[config.mk]
export PLATFORM = sky130hd
export DESIGN_NAME = serial_subtractor_4bit
export DESIGN_NICKNAME = d
export VERILOG_FILES = /design/src/rtl/serial_arith_pkg.sv /design/src/rtl/full_subtractor.sv /design/src/rtl/serial_subtractor_4bit.sv
export SDC_FILE = /design/constraint.sdc
export NUM_CORES = 1
export LEC_CHECK = 0
export ABC_AREA = 1
export CAP_MARGIN = 40
export CORE_AREA = 4 4 52 54
export DETAILED_ROUTE_END_ITERATION = 10
export DIE_AREA = 0 0 56 58
export PLACE_DENSITY = 0.85
export SLEW_MARGIN = 20
export SYNTH_ARGS = -nofsm -noshare
export SYNTH_HDL_FRONTEND = slang
export SYNTH_HIERARCHICAL = 1
export SYNTH_SLANG_ARGS = --single-unit
[constraint.sdc]
create_clock -name clk -period 1.5 [get_ports clk]
set_input_delay 0.3 -clock clk [delete_from_list [all_inputs] [get_ports clk]]
set_output_delay 0.3 -clock clk [all_outputs]
set_load 0.02 [all_outputs]
[src/rtl/serial_arith_pkg.sv]
// Shared definitions for bit-serial arithmetic blocks.
// Holds the controller state encoding and the default operand width, so a
// serial subtractor and a future serial adder stay consistent.
package serial_arith_pkg;

  localparam int DEF_WIDTH = 4;

  typedef enum logic [1:0] {
    IDLE  = 2'd0,
    SHIFT = 2'd1,
    DONE  = 2'd2
  } state_t;

endpackage

[src/rtl/full_subtractor.sv]
// One-bit full subtractor slice (combinational).
// Ports: a, b   - operand bits (computes a - b - bin)
//        bin    - borrow in
//        d      - difference bit
//        bout   - borrow out
module full_subtractor (
  input  logic a,
  input  logic b,
  input  logic bin,
  output logic d,
  output logic bout
);

  assign d    = a ^ b ^ bin;
  assign bout = (~a & b) | (~a & bin) | (b & bin);

endmodule

[src/rtl/serial_subtractor_4bit.sv]
// Bit-serial subtractor: Diff = A - B - Bin (mod 2^WIDTH), Bout = borrow-out.
// One bit per clock, LSB first, through a single full_subtractor slice.
// Ports: clk, rst (async, active-high)
//        start          - begin an operation (sampled only in IDLE)
//        A, B, Bin      - operands, captured on the accepting edge
//        busy           - high while bits are being processed
//        done           - one-cycle completion pulse
//        Diff, Bout     - registered result, held until the next completion
module serial_subtractor_4bit
  import serial_arith_pkg::*;
#(
  parameter int WIDTH = DEF_WIDTH
) (
  input  logic             clk,
  input  logic             rst,
  input  logic             start,
  input  logic [WIDTH-1:0] A,
  input  logic [WIDTH-1:0] B,
  input  logic             Bin,
  output logic             busy,
  output logic             done,
  output logic [WIDTH-1:0] Diff,
  output logic             Bout
);

  localparam int CW = $clog2(WIDTH + 1);

  state_t           state, state_n;
  logic [WIDTH-1:0] a_sr, b_sr;
  // Only WIDTH-1 bits are stored; the final bit goes straight into Diff.
  logic [WIDTH-2:0] res;
  logic [WIDTH-1:0] res_next;
  logic             borrow;
  logic [CW-1:0]    cnt;
  logic             d, bnext, last;

  full_subtractor u_fs (
    .a    (a_sr[0]),
    .b    (b_sr[0]),
    .bin  (borrow),
    .d    (d),
    .bout (bnext)
  );

  // New bit enters from the MSB side; after WIDTH bits res_next is the result.
  assign res_next = {d, res};
  assign last     = (cnt == CW'(WIDTH - 1));

  always_ff @(posedge clk or posedge rst) begin
    if (rst) state <= IDLE;
    else     state <= state_n;
  end

  always_comb begin
    state_n = state;
    case (state)
      IDLE:    if (start) state_n = SHIFT;
      SHIFT:   if (last)  state_n = DONE;
      DONE:    state_n = IDLE;
      default: state_n = IDLE;
    endcase
  end

  always_ff @(posedge clk or posedge rst) begin
    if (rst) begin
      a_sr   <= '0;
      b_sr   <= '0;
      res    <= '0;
      borrow <= 1'b0;
      cnt    <= '0;
      Diff   <= '0;
      Bout   <= 1'b0;
      busy   <= 1'b0;
      done   <= 1'b0;
    end else begin
      // Status flags are registered copies of the upcoming state.
      busy <= (state_n == SHIFT);
      done <= (state_n == DONE);
      case (state)
        IDLE: if (start) begin
          a_sr   <= A;
          b_sr   <= B;
          borrow <= Bin;
          cnt    <= '0;
        end
        SHIFT: begin
          a_sr   <= {1'b0, a_sr[WIDTH-1:1]};
          b_sr   <= {1'b0, b_sr[WIDTH-1:1]};
          borrow <= bnext;
          res    <= res_next[WIDTH-1:1];
          cnt    <= cnt + CW'(1);
          if (last) begin
            Diff <= res_next;
            Bout <= bnext;
          end
        end
        default: ;
      endcase
    end
  end

endmodule

==> summary.txt <==
Flow run
  – Max Cap Viol: 0

Routing
  – DR WL/cell: 11.08 µm
  – Detailed Routing Iterations Pass 1: 4
  – DRC: 0
  – Post-detailed-route count of antenna-violating nets: 0
  – Via-per-instance ratio: 4.783
  – Via count: 861
  – Starting DRC count in detailed routing: 12
  – WL final: 1.994 mm

Worst setup path
  – Crit path arrival time: 1.04 ns
  – Setup CP Type: reg -> out
  – Crit. End Element: output pin
  – Crit-path max cell delay: 0.40 ns
  – Crit-path max FO: 2
  – Slowest CP cell: dfrtp_1
  – Critical Path RT: 1.20 ns
  – Worst path top cell family by delay: flip-flops
  – WP buf/inv: 1
  – CP cell instances: dlygate4sd2_1
  – CP startpoint kind: flop

Power and ir drop
  – VDD IR max: 1.059 mV
  – Leak: 0.0007553 µW
  – Pwr dens: 2111 mW/mm²

Clock network
  – Post-cts resize count: 7
  – Clock slew seen by the registers of the worst setup and hold paths: 0.13 ns
  – H-tree depth: 1
  – Clk sinks: 24
  – Setup bufs post-CTS: 0
  – Number of CTS-inserted buffers: 3
  – CTS tree: done
  – CTS root buffer: clkbuf_4
  – CTS max path bufs: 2
  – Worst skew pair latency: 0.31 ns
  – Cts hold-fix bufs: 0

Floorplan
  – Starting density of the core: 0.5011
  – Die Ht: 58 µm
  – Die X: 56 µm
  – Die area: 0.003248 mm²
  – Core Rows: 17
  – Core Footprint: 0.002212 mm²
  – Ports: 19

Yosys
  – Number of flops mapped to enable cells by yosys: 0
  – Syn Inst Count: 131
  – Top FF cell, synth: dfrtp_1
  – Syn_area_per_cell: 8.462 µm²
  – Largest cells by area after synthesis: dfrtp_1 54%, nand2_1 13%, inv_1 8.8%
  – Most common cell in the netlist: nand2_1
  – Synth cell types: 18
  – YS warnings: 6
  – Cell taking the most area after synthesis: dfrtp_1
  – Top-area cell type share of the netlist area: 0.5418
  – Synth Net Count: 146
  – Register area share after synthesis: 0.5418
  – Mapped Area: 0.001109 mm²
  – #FFs+latches synth: 24
  – Asr flop ratio synth: 1.000
  – Commonest cells post-synth: 39 x nand2_1, 26 x inv_1, 24 x dfrtp_1

Layout
  – Share of layout cells above drive strength 1: 0.08553
  – Final Core Density: 0.6199
  – Net count reported at finish: 168
  – Sequential Area: 600.6 µm²
  – # fillers: 209
  – Diode count: 0
  – Area Overhead vs Synth: 23.70%
  – Area of the multi-input gates: 367.9 µm²

Run status
  – Status: finished clean

Global route
  – First-pass GRT wire length: 3.505 mm
  – Initial antenna violation count: 0
  – Most used routing layer: met2
  – Met1 usage: 0.1664
  – Gr ovfl total: 0
  – Met2 usage: 0.2371
  – Largest net degree at the start of global routing: 25
  – GRT met3 Usage: 0.03118
  – Via count of the first global-routing pass: 827
  – Total track usage: 0.1366

Timing
  – F_max: 0.7490 GHz
  – TNS Setup: 0 ns
  – Tightest Pin Transition: 0.2929 ns
  – Max-slew headroom: 0.8047
  – Final clock skew: 0.01180 ns
  – Fin crit share: 0.8901
  – RSZ-0062 raised after global routing: false
  – Final hold violations: 0
  – Slew Viols, Final: 0
  – Final Critical Period: 1.335 ns
  – Final setup fails: 0

Place
  – # port buffers: 18
  – Placed wire-length estimate: 1.530 mm
  – GP Congestion: 0.7669

Worst hold path
  – Hold crit path type: in -> async
-- placed cells by master (no fill, tap or decap), drive strengths merged, types with 3 or more instances in the layout --
master          n
o21ai          11
nand2          41
dlygate4sd2     7
buf             4
dfrtp          24
clkdlybuf4s50  11
nand3          15
a21oi           3
inv            27
clkbuf          3
-- stage by stage --
step	cell area, µm²	std cells	worst slack, ns	total power, µW	hold slack [ns]
after floorplan	1109	131	0.3045	2107	0.3146
after global placement	1328	176	0.2339	2448	0.4550
after detailed placement	1328	176	0.1691	2534	0.4584
after CTS	1371	180	0.1369	2943	0.3247
after global routing	1371	180	0.07252	3160	0.3646
final	1371	180	0.1649	2895	0.3138
-- power by group --
group / switching (µW) / total [µW] / internal, µW / leakage, µW
sequential: 153 / 1100 / 944 / 0.000297
clock: 189 / 459 / 270 / 0.0000279
combinational: 801 / 1340 / 537 / 0.000430
total: 1140 / 2890 / 1750 / 0.000755
-- worst min-delay path, delay by kind of cell --
family | cells | cell delay [ns]
buffers and inverters | 3 | 0.73
-- routing by layer --
layer | vias up | routed length [µm] | share of wire
met5 | - | 0 | 0
met2 | 28 | 978 | 0.49
met1 | 390 | 847 | 0.42
li1 | 441 | - | -
met4 | 0 | 8 | 0.0040
met3 | 2 | 160 | 0.080
-- cells by family (layout without fill, tap and decap cells) --
family,count (synthesis),after routing,synth area share
simple gates,58,58,0.2246
compound gates,14,14,0.06659
flops,24,24,0.5418
fa+ha+maj,3,3,0.04063
buf+inv,32,53,0.1264
-- worst paths after layout --
kind	start	to	slack, ns	cells after the start
min	rst	Diff[1]	0.31	3
max reg2reg	cnt[0]	Diff[3]	0.19	6
max	Diff[1]	Diff[1]	0.16	1
max in group asynchronous	rst	b_sr[1]	0.95	3
min reg2reg	res[0]	Diff[0]	0.49	2
min in group clk	res[0]	Diff[0]	0.49	2
-- state kept, by name, indices dropped and copies added (netlist names) --
register	cells
busy	1
res	3
b_sr	4
borrow	1
Bout	1
done	1
Diff	4
state	2
a_sr	4
cnt	3
-- area by class of cell --
| class | instances | area share |
|---|---|---|
| Inverter | 27 | 0.07390 |
| Tap cell | 28 | 0.02555 |
| Timing Repair Buffer | 22 | 0.1560 |
| Clock buffer | 3 | 0.01642 |
| Clock inverter | 1 | 0.02190 |
| Sequential cell | 24 | 0.4380 |
| Multi-Input combinational cell | 75 | 0.2682 |
Power figures use the tool's default switching activity.
